[config.mk]
export PLATFORM = sky130hd
export DESIGN_NAME = ssd_scan_controller
export DESIGN_NICKNAME = d
export VERILOG_FILES = /design/src/rtl/ssd_pkg.sv /design/src/rtl/ssd_hex_decoder.sv /design/src/rtl/ssd_scan_controller.sv
export SDC_FILE = /design/constraint.sdc
export NUM_CORES = 1
export LEC_CHECK = 0
export CAP_MARGIN = 10
export CORE_UTILIZATION = 49
export DETAILED_ROUTE_END_ITERATION = 10
export PLACE_DENSITY = 0.9
export SETUP_SLACK_MARGIN = 0.1
export SYNTH_ARGS = -nofsm -noshare
export SYNTH_HDL_FRONTEND = slang
export SYNTH_SLANG_ARGS = --single-unit
[constraint.sdc]
create_clock -name clock -period 2.9 [get_ports clock]
set_input_delay 0.58 -clock clock [delete_from_list [all_inputs] [get_ports clock]]
set_output_delay 0.58 -clock clock [all_outputs]
set_load 0.01 [all_outputs]
[src/rtl/ssd_pkg.sv]
// ssd_pkg: shared segment constants, hex-to-segment table and channel-index width helper
package ssd_pkg;
  localparam logic [6:0] SEG_BLANK = 7'h7F;
  localparam logic [6:0] HEX_SEG [0:15] = '{
    7'h01, 7'h4F, 7'h12, 7'h06, 7'h4C, 7'h24, 7'h20, 7'h0F,
    7'h00, 7'h04, 7'h08, 7'h60, 7'h31, 7'h42, 7'h30, 7'h38
  };
  function automatic logic [6:0] hex_seg(input logic [3:0] h);
    return HEX_SEG[h];
  endfunction
  function automatic int ch_w(input int n);
    return n > 1 ? $clog2(n) : 1;
  endfunction
endpackage

[src/rtl/ssd_hex_decoder.sv]
// ssd_hex_decoder: 4-bit hex nibble to active-low {a,b,c,d,e,f,g} segments
module ssd_hex_decoder
  import ssd_pkg::*;
(
  input  logic [3:0] hex,
  output logic [6:0] seg
);
  assign seg = hex_seg(hex);
endmodule

[src/rtl/ssd_scan_controller.sv]
// ssd_scan_controller: time-multiplexed hex display with channel select, frame latch,
// leading-zero blanking, decimal points and blink; all pin outputs come straight from flops
module ssd_scan_controller
  import ssd_pkg::*;
#(
  parameter int CLK_DIV     = 100000,
  parameter int NUM_DIGITS  = 4,
  parameter int NUM_CH      = 5,
  parameter int BLINK_TICKS = 250,
  localparam int CH_W       = ch_w(NUM_CH),
  localparam int W          = 4 * NUM_DIGITS
) (
  input  logic                  clock,
  input  logic                  reset,
  input  logic [NUM_CH*W-1:0]   ch_data,
  input  logic [NUM_CH-1:0]     ch_sel_btn,
  input  logic [NUM_DIGITS-1:0] dp_in,
  input  logic                  blank_lz,
  input  logic                  blink_en,
  output logic [NUM_DIGITS-1:0] AN,
  output logic [6:0]            CA,
  output logic                  DP,
  output logic [CH_W-1:0]       cur_ch
);
  localparam int PW = $clog2(CLK_DIV);
  localparam int IW = $clog2(NUM_DIGITS);
  localparam int BW = BLINK_TICKS > 1 ? $clog2(BLINK_TICKS) : 1;

  if (CLK_DIV < 2 || NUM_DIGITS < 2 || NUM_DIGITS > 8 || NUM_CH < 1 || NUM_CH > 8 || BLINK_TICKS < 1) begin : g_bad_params
    $error("ssd_scan_controller: illegal parameter value");
  end

  logic [PW-1:0]         pcnt;
  logic [IW-1:0]         idx;
  logic [BW-1:0]         bcnt;
  logic                  blink_phase, upd, tick, wrap, bend;
  logic [W-1:0]          snap;
  logic [NUM_DIGITS-1:0] snap_dp, blank_v;
  logic [NUM_CH-1:0]     s1, s2, s3, rise;
  logic                  hit, lead, blank;
  logic [CH_W-1:0]       sel;
  logic [3:0]            digit;
  logic [6:0]            seg;

  assign tick  = int'(pcnt) == CLK_DIV - 1;
  assign wrap  = tick && int'(idx) == NUM_DIGITS - 1;
  assign bend  = int'(bcnt) == BLINK_TICKS - 1;
  assign rise  = s2 & ~s3;
  assign digit = snap[{idx, 2'b00} +: 4];
  assign blank = blank_v[idx];

  always_comb begin
    hit = 1'b0;
    sel = '0;
    for (int i = NUM_CH - 1; i >= 0; i--)
      if (rise[i]) begin
        hit = 1'b1;
        sel = CH_W'(i);
      end
  end

  // a digit is blanked while it and every more-significant digit are zero; digit 0 always shows
  always_comb begin
    lead = 1'b1;
    blank_v = '0;
    for (int i = NUM_DIGITS - 1; i > 0; i--) begin
      lead = lead && (snap[i*4 +: 4] == 4'd0);
      blank_v[i] = blank_lz && lead;
    end
  end

  ssd_hex_decoder u_dec (.hex(digit), .seg(seg));

  always_ff @(posedge clock or posedge reset)
    if (reset) begin
      pcnt        <= '0;
      idx         <= IW'(NUM_DIGITS - 1);
      bcnt        <= '0;
      blink_phase <= 1'b0;
      upd         <= 1'b0;
      snap        <= '0;
      snap_dp     <= '0;
      {s3, s2, s1} <= '0;
      cur_ch      <= '0;
      AN          <= '1;
      CA          <= SEG_BLANK;
      DP          <= 1'b1;
    end else begin
      pcnt <= tick ? '0 : pcnt + PW'(1);
      upd  <= tick;
      {s3, s2, s1} <= {s2, s1, ch_sel_btn};
      if (hit) cur_ch <= sel;
      if (tick) begin
        idx  <= wrap ? '0 : idx + IW'(1);
        bcnt <= bend ? '0 : bcnt + BW'(1);
        if (bend) blink_phase <= ~blink_phase;
      end
      if (wrap) begin
        snap    <= ch_data[int'(cur_ch)*W +: W];
        snap_dp <= dp_in;
      end
      if (upd) begin
        AN <= (blank || (blink_en && blink_phase)) ? '1 : ~(NUM_DIGITS'(1) << idx);
        CA <= blank ? SEG_BLANK : seg;
        DP <= blank | ~snap_dp[idx];
      end
    end
endmodule

### After elaboration in Yosys (flattened, before gate mapping)

Memory sizes are Yosys's and may differ from the RTL's.
Cells that the tools add are included.

| storage, ports and cells | value |
|---|---|
| bits in registers | 79 |
| ROM bits | 112 |
| bits of input ports | 93 |
| logic and storage cells | 66 |
| memories | 1 |

| cells by class | value |
|---|---|
| $add $sub $neg | 3 |
| order comparisons | 2 |
| equality and inequality tests | 3 |
| shifts and indexed selects | 3 |
| multiplexer cells | 21 |
| bitwise logic cells | 7 |
| reductions and logical operators | 12 |

Memories:

| memory | depth | width | read ports | clocked after Yosys merged registers in | write ports | RTL line | RTL |
|---|---|---|---|---|---|---|---|
| (name not given) | 16 | 7 | 1 | 0 | 0 | ssd_pkg.sv:9 | `return HEX_SEG[h];` |

Operator list:

| cell | count |
|---|---|
| 80-bit by 8-bit indexed part select with 16-bit output | 1 |
| 7-bit 2-to-1 mux | 3 |
| 17-bit by 1-bit adder with 17-bit output (second input constant) | 1 |
| 17-bit by 16-bit == test with 1-bit output (second input constant) | 1 |
| 17-bit 2-to-1 mux | 1 |
| 16-bit by 5-bit indexed part select with 4-bit output | 1 |
| 3-bit 2-to-1 mux | 5 |
| 4-bit logical NOT | 3 |
| 8-bit by 1-bit adder with 8-bit output (second input constant) | 1 |
| 8-bit by 4-bit == test with 1-bit output (second input constant) | 1 |
| 8-bit 2-to-1 mux | 1 |
| 1-bit logical AND | 7 |
| 1-bit 2-to-1 mux | 7 |
| 5-bit bitwise AND | 1 |
| 5-bit >= comparator (second input constant) | 1 |
| 4-bit NOT with 5-bit output | 1 |
| 5-bit NOT | 1 |
| 1-bit binary-select mux with 2-bit select | 2 |
| 4-bit 2-to-1 mux | 1 |
| 4-bit NOT | 1 |
| 1-bit by 2-bit left shift with 4-bit output (first input constant) | 1 |
| 2-bit by 3-bit less-than comparator with 1-bit output (second input constant) | 1 |
| 2-bit by 1-bit adder with 2-bit output (second input constant) | 1 |
| 2-bit by 1-bit == test with 1-bit output (second input constant) | 1 |
| 5 further kinds | 6 |

### Logic depth before layout (Yosys ltp)

| depth | value |
|---|---|
| depth after elaboration | 8 |
| depth in mapped cells | 8 |

### Modules after synthesis

A second synthesis with hierarchy kept.

| unflattened totals | value |
|---|---|
| cells, all modules | 420 |
| area total of the unflattened synthesis | 4,434.3 µm² |

Modules (own cells, without submodules):

| module | times used | cells an instance | area an instance (µm²) | seq. area each (µm²) |
|---|---|---|---|---|
| ssd_scan_controller | 1 | 384 | 4,181.5 | 1,994.4 |
| ssd_hex_decoder | 1 | 36 | 252.7 | 0.0 |

### Least setup slack after synthesis

No wires, ideal clock.

| timing path | value |
|---|---|
| kind | reg2reg |
| start point | register idx[0] |
| end point | register CA[1] |
| data arrival time | 2,008 ps |
| slack | 819 ps |
| cell stages (with the launch flop) | 9 |
| path buffers | 1 |
| clock period less this slack | 2,081 ps |
| path through | dfstp_2 -> buf_2 -> mux4_2 -> inv_1 -> ha_1 -> inv_1 -> o21ai_0 -> o21ai_0 -> a21oi_1 |

| between the ends | value |
|---|---|
| cells in the longest elaborated chain, start to end | 6 |
| elaborated cells on any way between the ends | 8 |
| classes of those cells | shift: 1; mux: 5; bitwise: 1; memory: 1 |

RTL lines:

| element | RTL line | RTL |
|---|---|---|
| from (decl) | ssd_scan_controller.sv:34 | `logic [IW-1:0] idx;` |
| from (signal assigned) | ssd_scan_controller.sv:77 | `idx <= IW'(NUM_DIGITS - 1);` |
| from (signal assigned) | ssd_scan_controller.sv:94 | `idx <= wrap ? '0 : idx + IW'(1);` |
| 16-bit by 5-bit indexed part select with 4-bit output | ssd_scan_controller.sv:49 | `assign digit = snap[{idx, 2'b00} +: 4];` |
| 4-bit NOT with 5-bit output (implied by the code) | ssd_pkg.sv:9 |  |
| memory 16 x 7 bit | - |  |
| 7-bit 2-to-1 mux (implied by the code) (2 in series) | ssd_pkg.sv:9 |  |
| 7-bit 2-to-1 mux * | ssd_scan_controller.sv:104 | `CA <= blank ? SEG_BLANK : seg;` |
| to (signal assigned) | ssd_scan_controller.sv:104 |  |
| to (decl) | ssd_scan_controller.sv:21 | `output logic [6:0] CA,` |

Every way passes the cells marked *; elsewhere a longest branch is shown, timed or not. The select of a mux whose other input is x is not followed.
A chain may end at the register's enable or synchronous reset.

### Final worst setup path

| timing path | value |
|---|---|
| start point | register cur_ch[1] |
| end point | output port cur_ch[1] |

RTL lines:

| element | RTL line | RTL |
|---|---|---|
| from (decl) | ssd_scan_controller.sv:23 | `output logic [CH_W-1:0] cur_ch` |
| from (signal assigned) | ssd_scan_controller.sv:92 | `if (hit) cur_ch <= sel;` |

No word-level cell between the ends.

==> impl_metrics.toml <==
[floorplan]
num_io_pins = 108
rows = 33
core_sq_um = 8220
initial_utilization_pct = 50.9
die_h_um = 94.4
die-area_sq_um = 8910
dieWidth_um = 94.4

[synth]
synthCells = 371
syn_avg_cell_area_sq_um = 11.3
synth-edff-count = 0
synth_area_sq_um = 4180
synth_flop_cell = "dfrtp_1"
ys_types = 47
muxShareOfSynthArea_pct = 14.3
yosys.area_share.adder_pct = 3.89
yosysSeqAreaShare_pct = 47.7
synth_top_family_by_area = "multiplexers"
async_flop_share_pct = 100
synthXorXnorAreaFrac_pct = 3.77
synth_seq_cells = 79
synth_fp_nets = 477
yosys_warnings = 0
yosys.area_share.simple_pct = 13.4
synth_compound_area_share_pct = 13.3

[critical_path]
r2r_setup_slack_ps = 610
cpPeakStageDelay_ps = 840
critPathKind = "flip-flop to output pin"
cp_max_fo = 19
cp_slowest_cell = "dfrtp_1"
timing.rr.end = "snap_dp[2]"
critPathTopFamily = "flip-flops"
endpoint_kind = "output pin"
arrival_ps = 1860
path_buf_inv = 1
cp_cell_sequence = "clkdlybuf4s50_1"
r2r-start = "pcnt[0]"
required_ps = 2320
critPathLaunchType = "flip-flop"
worst_r2r_path_depth = 6

[hold_path]
worstHoldStart = "s1[4]"
hp-class = "flip-flop to flip-flop"
worst_hold_path.endpoint = "s2[4]"
hold_depth = 0

[timing]
hold_viol = 0
fmax_mhz = 409
finalSetupTns_ps = 0
tightest_slew_ps = 875
period_minus_slack_ps = 2440
layout_setup_ws_ps = 456
relSlewSlack_pct = 41.2
fin_crit_sh_pct = 84.3
setup-violations-final = 0
rsz0062_at_grt = "no"
maxSlewViolCount = 0
skew_ps = 11.9

[global_routing]
grt_overflow = 0
grt_start_max_net_pins = 80
grt_pass1_vias = 3643
antenna_found_initial = 0
grt_pass1_wl_um = 16700
grtUsageTotal_pct = 24.7

[placed_design]
hpwl_um = 7470
pre_cts_slack_ps = 604
place_area_sq_um = 5350
place_congestion = 0.894
io_buffers = 107

[power]
switching_share_pct = 20.8
ir_drop_uv = 362
pwr-share-comb_pct = 12.1
p_switching_mw = 0.521
pwr-share-clk_pct = 42.2
internal_power_mw = 1.98
p_leak_nw = 2.36
p_per_area_nw_per_um2 = 445
seqPwrFrac_pct = 45.7

[layout]
fillers = 567
drive_gt1_share_pct = 16.5
seqCellArea_sq_um = 1990
fin_area_sq_um = 5620
multi_input_area_sq_um = 2030
insertedDiodeCount = 0
syn2layout_area_growth_pct = 34.3
nets = 585

[clocking]
cts_tree = "built"
root_buffer = "clkbuf_8"
cts_sinks = 79
cts_made_buffers = 9
cts_max_level = 3
cts_resized = 0
holdBufCountCts = 0
post_cts_buffers = 0
insertion_delay_ps = 360
clk_pin_slew_ps = 80
cts_buffer_depth = 2

[routing]
vias_per_cell = 5.76
drt_iter0_markers = 165
vias = 3394
ant_nets = 0
post_drt_wl_per_cell_um = 16.7
wl_um = 9850
drt_first_pass_iters = 4
drc = 0

[status]
outcome = "complete, no violations"

[job]
cap_violations = 0
[cell usage in the layout, fill, tap and decap left out, types with 7 or more instances in the layout]
| cell type | netlist | routed |
|---|---|---|
| clkdlybuf4s50_1 | 0 | 107 |
| dfrtp_1 | 65 | 65 |
| nand2_1 | 37 | 37 |
| nor2_1 | 25 | 25 |
| mux4_2 | 22 | 22 |
| o21ai_0 | 21 | 21 |
| a22oi_1 | 16 | 16 |
| dfstp_2 | 14 | 14 |
| o21ai_2 | 13 | 13 |
| ha_1 | 13 | 13 |
| inv_1 | 13 | 12 |
| xnor2_1 | 12 | 12 |
| nand3_1 | 11 | 11 |
| a21oi_1 | 11 | 11 |
| clkbuf_8 | 0 | 9 |
| a31oi_1 | 8 | 8 |
| nor3_1 | 7 | 7 |
| buf_4 | 0 | 7 |
[per-stage QoR]
step | hold slack, ps | util [%] | power [mW] | instances
global route | 360 | 68.3 | 2.58 | 589
global placement | 335 | 65.2 | 1.46 | 573
CTS | 353 | 68.3 | 2.52 | 589
floorplan | 331 | - | 1.29 | 371
detailed placement | 335 | 65.2 | 1.47 | 573
finish | 353 | 68.3 | 2.50 | 589
[kinds of logic after synthesis]
kind of cell    Yosys count
xor+xnor                 18
flops                    79
compound gates           84
fa+ha+maj                13
simple gates            115
buf+inv                  32
mux                      30
[how the worst max path moves through the flow]
stage | startpoint | end | slack, ps | cells past startpoint
detailed placement | pcnt[0] | snap_dp[0] | 600 | 6
global placement | idx[0] | snap_dp[3] | 740 | 5
floorplan | reset | bcnt[0] | 320 | 1
global route | cur_ch[1] | cur_ch[1] | 370 | 1
CTS | cur_ch[1] | cur_ch[1] | 450 | 1
finish | cur_ch[1] | cur_ch[1] | 460 | 1
[cell usage after synthesis (all sizes together) (7+ instances only)]
master	number	area share, %
dfrtp	65	39
nand2	38	3.5
o21ai	37	5.6
nor2	25	2.2
mux4	22	12
a22oi	16	2.9
dfstp	14	8.8
ha	13	3.9
inv	13	1.2
xnor2	12	2.5
a21oi	11	1.3
nand3	11	1.3
clkbuf	10	0.90
a31oi	8	1.2
buf	8	1.6
nor3	7	0.84
[cell type report]
type	count	share of cell area (%)
well taps	105	2.34
inverters	14	0.936
clock inverters	6	2.38
clock buffers	10	2.27
flip-flops and latches	79	35.5
repair buffers	115	20.4
multi-input cells	260	36.2
[power groups by stage]
stage	clock network (mW)	logic, mW	registers, mW
floorplan	0	0.148	1.15
global placement	0	0.295	1.16
detailed placement	0	0.302	1.16
CTS	1.07	0.303	1.14
global route	1.11	0.322	1.15
finish	1.06	0.301	1.14
[state kept, by name, summed over array words and instances, names as in the netlist]
name	flops
CA	7
upd	1
s3	5
DP	1
snap_dp	4
cur_ch	3
AN	4
s1	5
snap	16
blink_phase	1
bcnt	8
idx	2
pcnt	17
s2	5
[per-layer routing]
layer	global-route usage [%]	share of wire, %	vias to the layer above
met2	42.5	51	117
met1	29.4	41	1670
met4	10.0	2.9	0
li1	-	-	1576
met3	6.28	5.0	31
met5	0	0	-
Power figures use the tool's default switching activity.
